===== config.mk =====
export PLATFORM = sky130hd
export DESIGN_NAME = shift_sub_divider
export DESIGN_NICKNAME = d
export VERILOG_FILES = /design/src/rtl/shift_sub_divider.sv
export SDC_FILE = /design/constraint.sdc
export NUM_CORES = 1
export LEC_CHECK = 0
export BUFFER_PORTS_ARGS = -buffer_cell sky130_fd_sc_hd__buf_2
export CORE_MARGIN = 1.5
export CORE_UTILIZATION = 51
export DETAILED_ROUTE_END_ITERATION = 6
export PLACE_DENSITY = 0.76
export SYNTH_ARGS = -nofsm -noshare
export SYNTH_HDL_FRONTEND = slang
export SYNTH_SLANG_ARGS = --single-unit

===== constraint.sdc =====
create_clock -name Clk -period 3.15 [get_ports Clk]
set_clock_uncertainty 0.15 [all_clocks]
set_input_delay 0.7875 -clock Clk [delete_from_list [all_inputs] [get_ports Clk]]
set_output_delay 0.7875 -clock Clk [all_outputs]
set_load 0.05 [all_outputs]

===== src/rtl/shift_sub_divider.sv =====
// rtl/shift_sub_divider.sv - restoring shift-subtract divider; `SIGNED_DIV_EN adds two's-complement mode
module HexDriver (
    input  logic [3:0] In0,
    output logic [6:0] Out0
);
    // Active-low segments, bit 6 = g ... bit 0 = a
    always_comb begin
        case (In0)
            4'h0:    Out0 = 7'b1000000;
            4'h1:    Out0 = 7'b1111001;
            4'h2:    Out0 = 7'b0100100;
            4'h3:    Out0 = 7'b0110000;
            4'h4:    Out0 = 7'b0011001;
            4'h5:    Out0 = 7'b0010010;
            4'h6:    Out0 = 7'b0000010;
            4'h7:    Out0 = 7'b1111000;
            4'h8:    Out0 = 7'b0000000;
            4'h9:    Out0 = 7'b0010000;
            4'hA:    Out0 = 7'b0001000;
            4'hB:    Out0 = 7'b0000011;
            4'hC:    Out0 = 7'b1000110;
            4'hD:    Out0 = 7'b0100001;
            4'hE:    Out0 = 7'b0000110;
            default: Out0 = 7'b0001110;
        endcase
    end
endmodule

module shift_sub_divider #(
    parameter int WIDTH = 8
) (
    input  logic             Clk,
    input  logic             Reset_n,
    input  logic             Run_h,
    input  logic             ClearA_LoadB_h,
    input  logic [WIDTH-1:0] Din,
    output logic [WIDTH-1:0] QVal,
    output logic [WIDTH-1:0] RVal,
    output logic             Busy,
    output logic             Done,
    output logic             DivZero,
    output logic [6:0]       HEX0,
    output logic [6:0]       HEX1,
    output logic [6:0]       HEX2,
    output logic [6:0]       HEX3,
    output logic [6:0]       HEX4
);
    localparam int CW = $clog2(WIDTH);
    localparam logic [1:0] S_IDLE = 2'd0;
    localparam logic [1:0] S_ITER = 2'd1;
`ifdef SIGNED_DIV_EN
    localparam logic [1:0] S_FIX  = 2'd2;
`endif
    localparam logic [1:0] S_DONE = 2'd3;

    logic             run_sync_q, run_prev_q, load_sync_q;
    logic             run_edge;
    logic [1:0]       state_q, state_d;
    logic [WIDTH-1:0] q_q, q_d, r_q, r_d, d_q, d_d;
    logic [CW-1:0]    cnt_q, cnt_d;
    logic             dz_q, dz_d;
    logic [WIDTH:0]   p, diff;
`ifdef SIGNED_DIV_EN
    logic             neg_q_q, neg_q_d, neg_r_q, neg_r_d;
    logic [WIDTH-1:0] din_mag, q_mag;
`endif

    assign run_edge = run_sync_q & ~run_prev_q;
    assign p        = {r_q, q_q[WIDTH-1]};
    assign diff     = p - {1'b0, d_q};

`ifdef SIGNED_DIV_EN
    assign din_mag = Din[WIDTH-1] ? -Din : Din;
    assign q_mag   = q_q[WIDTH-1] ? -q_q : q_q;
`endif

    always_comb begin
        state_d = state_q;
        q_d     = q_q;
        r_d     = r_q;
        d_d     = d_q;
        cnt_d   = cnt_q;
        dz_d    = dz_q;
`ifdef SIGNED_DIV_EN
        neg_q_d = neg_q_q;
        neg_r_d = neg_r_q;
`endif
        case (state_q)
            S_IDLE, S_DONE: begin
                // Load has priority; a simultaneous run edge is dropped
                if (load_sync_q) begin
                    q_d     = Din;
                    r_d     = '0;
                    dz_d    = 1'b0;
                    state_d = S_IDLE;
                end else if (run_edge) begin
                    d_d   = Din;
                    cnt_d = '0;
                    if (Din == '0) begin
                        dz_d    = 1'b1;
                        q_d     = '1;
                        r_d     = q_q;
                        state_d = S_DONE;
                    end else begin
                        dz_d    = 1'b0;
                        r_d     = '0;
                        state_d = S_ITER;
`ifdef SIGNED_DIV_EN
                        d_d     = din_mag;
                        q_d     = q_mag;
                        neg_q_d = Din[WIDTH-1] ^ q_q[WIDTH-1];
                        neg_r_d = q_q[WIDTH-1];
`endif
                    end
                end
            end
            S_ITER: begin
                if (!diff[WIDTH]) begin
                    r_d = diff[WIDTH-1:0];
                end else begin
                    r_d = p[WIDTH-1:0];
                end
                q_d   = {q_q[WIDTH-2:0], ~diff[WIDTH]};
                cnt_d = cnt_q + 1'b1;
                if (cnt_q == CW'(WIDTH - 1)) begin
`ifdef SIGNED_DIV_EN
                    state_d = S_FIX;
`else
                    state_d = S_DONE;
`endif
                end
            end
`ifdef SIGNED_DIV_EN
            S_FIX: begin
                // Truncation toward zero: remainder follows the dividend's sign
                if (neg_q_q) q_d = -q_q;
                if (neg_r_q) r_d = -r_q;
                state_d = S_DONE;
            end
`endif
            default: state_d = S_IDLE;
        endcase
    end

    always_ff @(posedge Clk) begin
        if (!Reset_n) begin
            run_sync_q  <= 1'b0;
            run_prev_q  <= 1'b0;
            load_sync_q <= 1'b0;
            state_q     <= S_IDLE;
            q_q         <= '0;
            r_q         <= '0;
            d_q         <= '0;
            cnt_q       <= '0;
            dz_q        <= 1'b0;
`ifdef SIGNED_DIV_EN
            neg_q_q     <= 1'b0;
            neg_r_q     <= 1'b0;
`endif
        end else begin
            run_sync_q  <= ~Run_h;
            run_prev_q  <= run_sync_q;
            load_sync_q <= ~ClearA_LoadB_h;
            state_q     <= state_d;
            q_q         <= q_d;
            r_q         <= r_d;
            d_q         <= d_d;
            cnt_q       <= cnt_d;
            dz_q        <= dz_d;
`ifdef SIGNED_DIV_EN
            neg_q_q     <= neg_q_d;
            neg_r_q     <= neg_r_d;
`endif
        end
    end

    assign QVal    = q_q;
    assign RVal    = r_q;
    assign DivZero = dz_q;
    assign Done    = (state_q == S_DONE);
`ifdef SIGNED_DIV_EN
    assign Busy    = (state_q == S_ITER) || (state_q == S_FIX);
`else
    assign Busy    = (state_q == S_ITER);
`endif

    logic [7:0] q_hex, r_hex;
    generate
        if (WIDTH >= 8) begin : g_hex_wide
            assign q_hex = q_q[7:0];
            assign r_hex = r_q[7:0];
        end else begin : g_hex_narrow
            assign q_hex = {{(8 - WIDTH){1'b0}}, q_q};
            assign r_hex = {{(8 - WIDTH){1'b0}}, r_q};
        end
    endgenerate

    HexDriver u_hex0 (.In0(q_hex[3:0]),     .Out0(HEX0));
    HexDriver u_hex1 (.In0(q_hex[7:4]),     .Out0(HEX1));
    HexDriver u_hex2 (.In0(r_hex[3:0]),     .Out0(HEX2));
    HexDriver u_hex3 (.In0(r_hex[7:4]),     .Out0(HEX3));
    HexDriver u_hex4 (.In0({3'b000, dz_q}), .Out0(HEX4));
endmodule


Word level (Yosys, flattened, before mapping)
Memories as Yosys holds them, arrays and structs flattened. A register that Yosys moved wholly into a read port is not among the register bits.
Index checks and enable logic that the tools add are counted.
{ "classes": {"addsub": 2, "n_eq_ne": 8, "n_mux": 30, "bitwise": 6, "reduce_logical": 11} }
{ "ops": {"columns": ["operator", "count"], "rows": [
  ["8-bit two-way mux", 7],
  ["4-bit two-way mux", 10],
  ["8-bit one-hot mux with 2 select lines", 2],
  ["3-bit AND reduction", 3],
  ["9-bit by 8-bit subtractor with 9-bit output", 1],
  ["8-bit zero test", 1],
  ["2-bit two-way mux", 4],
  ["3-bit two-way mux", 2],
  ["3-bit != test (second input constant)", 2],
  ["3-bit one-hot mux with 2 select lines", 1],
  ["2-bit AND reduction", 3],
  ["1-bit NOT", 5],
  ["2-bit != test (second input constant)", 2],
  ["2-bit one-hot mux with 2 select lines", 1],
  ["2-bit nonzero test", 2],
  ["3-bit by 1-bit adder with 3-bit output (second input constant)", 1],
  ["3-bit == test (second input constant)", 1],
  ["1-bit two-way mux", 3],
  ["2-bit by 1-bit == test with 1-bit output (second input constant)", 1],
  ["2-bit == test (second input constant)", 1],
  ["2-bit zero test", 1],
  ["2-bit by 1-bit != test with 1-bit output (second input constant)", 1],
  ["2-bit OR reduction", 1],
  ["1-bit bitwise AND", 1]
]} }
{ "word_totals": {"regBits": 33, "mem_bits_ro": 560, "in_bits": 12, "out_inout_bits": 54, "wordCells": 71, "memories": 5} }
{ "mem_list": {"columns": ["memory", "words", "width", "read_ports", "rd_ports_with_merged_regs", "write_ports", "line", "rtl"], "rows": [
  ["(no name shown)", 16, 7, 1, 1, 0, "8", "case (In0)"],
  ["(no name shown)", 16, 7, 1, 1, 0, "8", null],
  ["(no name shown)", 16, 7, 1, 1, 0, "8", null],
  ["(no name shown)", 16, 7, 1, 1, 0, "8", null],
  ["(no name shown)", 16, 7, 1, 1, 0, "8", null]
]} }

Logic depth before layout (Yosys ltp)
{ "depth": {"word_depth": 7, "mapped_depth": 18, "mapped_depth_nobuf": 17} }

Modules after synthesis
From an unflattened synthesis, not the netlist that was laid out.
{ "unflattened": {"cells_unflattened": 400, "area_unflattened_um2": 3408.3} }
{ "by_module_without_submodules": {"columns": ["mod", "instances", "cells_per_inst", "area_each_um2", "seq_area_each_um2"], "rows": [
  ["shift_sub_divider", 1, 241, 2045.7, 660.6],
  ["HexDriver at u_hex1 ...", 4, 32, 275.3, 0.0],
  ["HexDriver at u_hex0", 1, 31, 261.5, 0.0]
]} }

Worst setup path before layout
OpenSTA, ideal clock, no wires.
{ "synth_timing": {"path_kind": "register -> register", "from": "register q_q[7] (netlist: QVal[7])", "to": "register u_hex2.Out0[1] (netlist name)", "setup_ns": 0.088, "arrival_ns": 3.630, "t_required_ns": 2.912, "slack_ns": -0.718, "stages_incl_launch_ff": 19, "path_buffers": 2, "synth_period_minus_slack_ns": 3.868, "path_cell_list": "dfxtp_1 inv_1 ha_1 inv_1 fa_1 a21oi_2 o211a_1 or3_1 buf_6 and2_4 buf_6 a211o_1 a21oi_4 and2_1 inv_1 ha_1 inv_1 a21oi_1 a311oi_2"} }
{ "synth_via": {"elab_chain_len": 5} }
{ "synth_rtl": {"columns": ["element", "line", "rtl"], "rows": [
  ["start: declaration", "59", "logic [WIDTH-1:0] q_q, q_d, r_q, r_d, d_q, d_d;"],
  ["start signal: assignment", "165", "q_q <= q_d;"],
  ["9-bit by 8-bit subtractor with 9-bit output", "70", "assign diff = p - {1'b0, d_q};"],
  ["8-bit two-way mux *", "118", "if (!diff[WIDTH]) begin"],
  ["8-bit one-hot mux with 2 select lines *", "88", "case (state_q)"],
  ["4-bit two-way mux (no source line) * (2 in a row)", null, null]
]} }
Every way passes the cells marked *; elsewhere a longest branch is shown, timed or not.
A chain may end at the register's enable or synchronous reset.

Worst setup path after layout
{ "layout_timing": {"from": "register q_q[7] (netlist: QVal[7])", "to": "register u_hex3.Out0[1] (netlist name)"} }
{ "layout_via": {"elab_chain_len": 6, "word_cells_on_any_way": 8, "classes_between": "add/sub: 1; mux: 7"} }
{ "layout_rtl": {"columns": ["element", "line"], "rows": [
  ["branches (longest 3 deep; another with 9-bit by 8-bit subtractor with 9-bit output)", null],
  ["8-bit one-hot mux with 2 select lines *", "88"],
  ["4-bit two-way mux (no source line) * (2 in a row)", null]
]} }
Every way passes the cells marked *. The select of a mux whose other input is x is not followed.

==> flow_metrics.py <==
metrics = {
    "clocking": {
        "h-tree-depth": 3,
        "insertion_delay_ns": 0.35,
        "cts_made_buffers": 9,
        "cts.sinks": 62,
        "cts_max_path_buffers": 2,
        "cts.reportedPaths.clkPinSlew_ns": 0.07,
        "root_buffer": "clkbuf_8",
        "cts_tree": "done",
    },
    "yosys": {
        "ys_seq_elements": 62,
        "synth_common_cells": "dfxtp_1, nand2_1, a21oi_1, ha_1, inv_1",
        "synth_top_area_cell": "dfxtp_1",
        "synth.top_cell.area_share": 0.319,
        "synth_seq_area_share": 0.319,
        "synth_cells": 454,
        "synth.distinct_cells": 69,
        "ys_async_sr_fraction": 0,
        "synth-edff-count": 0,
        "yosysMostFrequentCell": "dfxtp_1",
        "synth-warning-count": 0,
        "synth_ff_type": "dfxtp_1",
        "synth.cell_area_um2": 3890,
        "syn_avg_cell_area_um2": 8.56,
        "yosys-top-cells-area": "dfxtp_1, ha_1, a21oi_1",
    },
    "hold_path": {
        "hold_start": "d_q[7]$_SDFFE_PN0P_",
        "whs_path_depth": 2,
        "hold-path-endpoint": "d_q[7]$_SDFFE_PN0P_",
        "hold_class": "flip-flop to flip-flop",
    },
    "cells_and_area": {
        "fin_area_um2": 5400,
        "final_core_util": 0.736,
        "nNetsFinal": 645,
        "layout-drive-gt1-share": 0.410,
        "area_delta_synth_final_pct": 38.9,
        "diodes": 0,
    },
    "drt": {
        "avgRoutedWirePerCell_um": 16.5,
        "routed_wl_um": 11600,
        "drtPass1Iterations": 5,
        "avgViaCountPerCell": 5.63,
        "drcViolationCount": 0,
        "antenna_left": 0,
        "first_iter_violations": 318,
        "vias": 3933,
    },
    "setup_path": {
        "reg2reg_depth": 17,
        "start_kind": "flip-flop",
        "critPathMaxFanout": 3,
        "max_stage_delay_ns": 0.40,
        "required_ns": 3.25,
        "reg2reg_to": "u_hex3.Out0[1]$_DFF_P_",
        "cp_data_arrival_time_ns": 3.42,
        "r2r_slack_ns": -0.18,
        "critPathSlowestCell": "fa_2",
        "critPathKind": "flip-flop to flip-flop",
        "r2r-start": "QVal[7]$_SDFFE_PN0N_",
        "crit_chain": "inv_4 > ha_4 > inv_2 > fa_2 > a21oi_2 > o211ai_1 > nand2_1 > mux2_4 > a32oi_2 > and2_4 > inv_4 > ha_4 > nor2b_4 > a32oi_1 > and3_1 > mux2i_1 > nor2_1",
        "cp-end-kind": "flip-flop",
    },
    "die": {
        "die_x_um": 90.3,
        "fp.coreArea_um2": 7330,
        "ios": 66,
        "fp-row-count": 31,
        "floorplan.initialDensity": 0.530,
        "dieArea_um2": 8150,
        "die_h_um": 90.3,
    },
    "grt": {
        "grt_pass1_vias": 3648,
        "grt_pass1_wl_um": 17800,
        "grt-ovfl-total": 0,
        "antenna_found_initial": 0,
        "grt.total_usage": 0.274,
        "grt_max_degree": 26,
    },
    "timing": {
        "setup_viol": 13,
        "setup_slack_ns": -0.176,
        "drv_slew": 0,
        "hold_viol": 0,
        "fin_crit_ns": 3.33,
        "period_share": 1.06,
        "worst_pin_slew_ns": 0.638,
        "rsz0062_at_grt": "true",
        "slew-limit-headroom": 0.573,
        "max_freq_mhz": 301,
    },
    "placement": {
        "io_buffers": 62,
        "place_area_um2": 4920,
        "dp_hpwl_um": 7750,
        "gp_congestion": 0.989,
    },
    "power": {
        "p_leak_uw": 0.00248,
        "ir_drop_mv": 0.265,
        "powerDensity_nw_per_um2": 578,
    },
    "outcome": {
        "status": "finished, violations left",
        "violations": "negative setup slack",
    },
    "flow_run": {
        "max-cap-violations": 0,
    },
}
-- placed cells by master (no fill, tap or decap), types with 4 or more instances in the layout --
master / n
ha_4: 13
dfxtp_1: 54
nor2b_1: 8
nand2_1: 44
o22ai_1: 11
and2_1: 10
dfxtp_2: 6
nand2b_1: 8
buf_2: 62
mux2i_1: 19
o211ai_1: 4
o21ai_0: 17
nand3_1: 10
a21oi_1: 39
inv_1: 25
nor2_1: 28
a21oi_2: 5
clkbuf_8: 10
inv_2: 7
o32ai_1: 4
and3_1: 4
nand2_2: 5
buf_4: 84
xor2_1: 4
nor3_1: 6
ha_1: 22
-- power by group --
part           total (uW)  leakage (uW)  internal (uW)  switching (uW)
Combinational        1400       0.00185            527             871
Sequential            926      0.000515            881            44.9
Clock                 796      0.000108            464             332
-- flip-flops by register name, indices dropped and copies added (netlist names) --
signal,cells
QVal,8
u_hex3.Out0,7
d_q,8
cnt_q,3
run_sync_q,1
DivZero,1
load_sync_q,1
u_hex2.Out0,7
state_q,2
RVal,8
u_hex0.Out0,7
run_prev_q,1
u_hex1.Out0,7
u_hex4.Out0,1
-- layer usage --
metal  up-vias  global-route usage  share of wire
li1       1875                   -              -
met1      1845               0.344           0.41
met2       188               0.467           0.49
met3        25              0.0488          0.072
met4         0               0.101          0.023
met5         -                   0              0
-- metrics by stage --
| step | cells | setup TNS, ns | total power, uW | hold slack (ns) | worst slack, ns |
|---|---|---|---|---|---|
| 2_1_floorplan | 455 | -1.91 | 1840 | 0.286 | -0.320 |
| 3_3_place_gp | 674 | -0.583 | 2170 | 0.293 | -0.111 |
| 3_5_place_dp | 674 | -1.28 | 2200 | 0.301 | -0.174 |
| 4_1_cts | 696 | -0.0440 | 3040 | 0.310 | -0.0407 |
| 5_1_grt | 699 | -2.53 | 3260 | 0.330 | -0.270 |
| 6_report | 699 | -1.31 | 3120 | 0.314 | -0.176 |
-- worst max path at each step --
stage	from	to	slack (ns)	cells after the start
finish	QVal[7]$_SDFFE_PN0N_	u_hex3.Out0[1]$_DFF_P_	-0.18	17
global route	QVal[7]$_SDFFE_PN0N_	u_hex3.Out0[1]$_DFF_P_	-0.27	17
CTS	QVal[7]$_SDFFE_PN0N_	u_hex3.Out0[1]$_DFF_P_	-0.04	17
detailed placement	d_q[0]$_SDFFE_PN0P_	u_hex3.Out0[1]$_DFF_P_	-0.17	16
global placement	Din[0]	u_hex1.Out0[3]$_DFF_P_	-0.11	10
floorplan	QVal[7]$_SDFFE_PN0N_	u_hex3.Out0[1]$_DFF_P_	-0.32	18
-- critical path: cells and delay by family (launching register included) --
kind	cells	cell delay [ns]
AO/OA/AOI/OAI	4	0.65
multiplexers	2	0.45
AND/OR/NAND/NOR	5	0.69
flip-flops	1	0.35
buffers and inverters	3	0.14
adder cells (fa/ha/maj)	3	0.79
-- area by class of cell --
type	instances	area, um2
Timing Repair Buffer	149	975
Clock inverter	6	85.1
Inverter	37	151
Tap cell	99	124
Multi-Input combinational cell	336	2670
Clock buffer	10	138
Fill cell	515	1930
Sequential cell	62	1260
-- cells by family after synthesis --
kind of cell,share of synthesized area
other cells,0.00193
fa+ha+maj,0.124
xor+xnor,0.0113
buf+inv,0.0676
compound gates,0.213
simple gates,0.182
flops,0.319
mux,0.0798
-- timing repair --
item / 4_1_cts / 5_1_grt
setup buffers: 6 / 3
gates resized for setup: 16 / 24
hold buffers: 0 / 0
pin swaps: 13 / 20
setup endpoints to repair: 15 / 19
hold endpoints to repair: 0 / 0
Note: power is estimated with default switching activity, not from simulation.
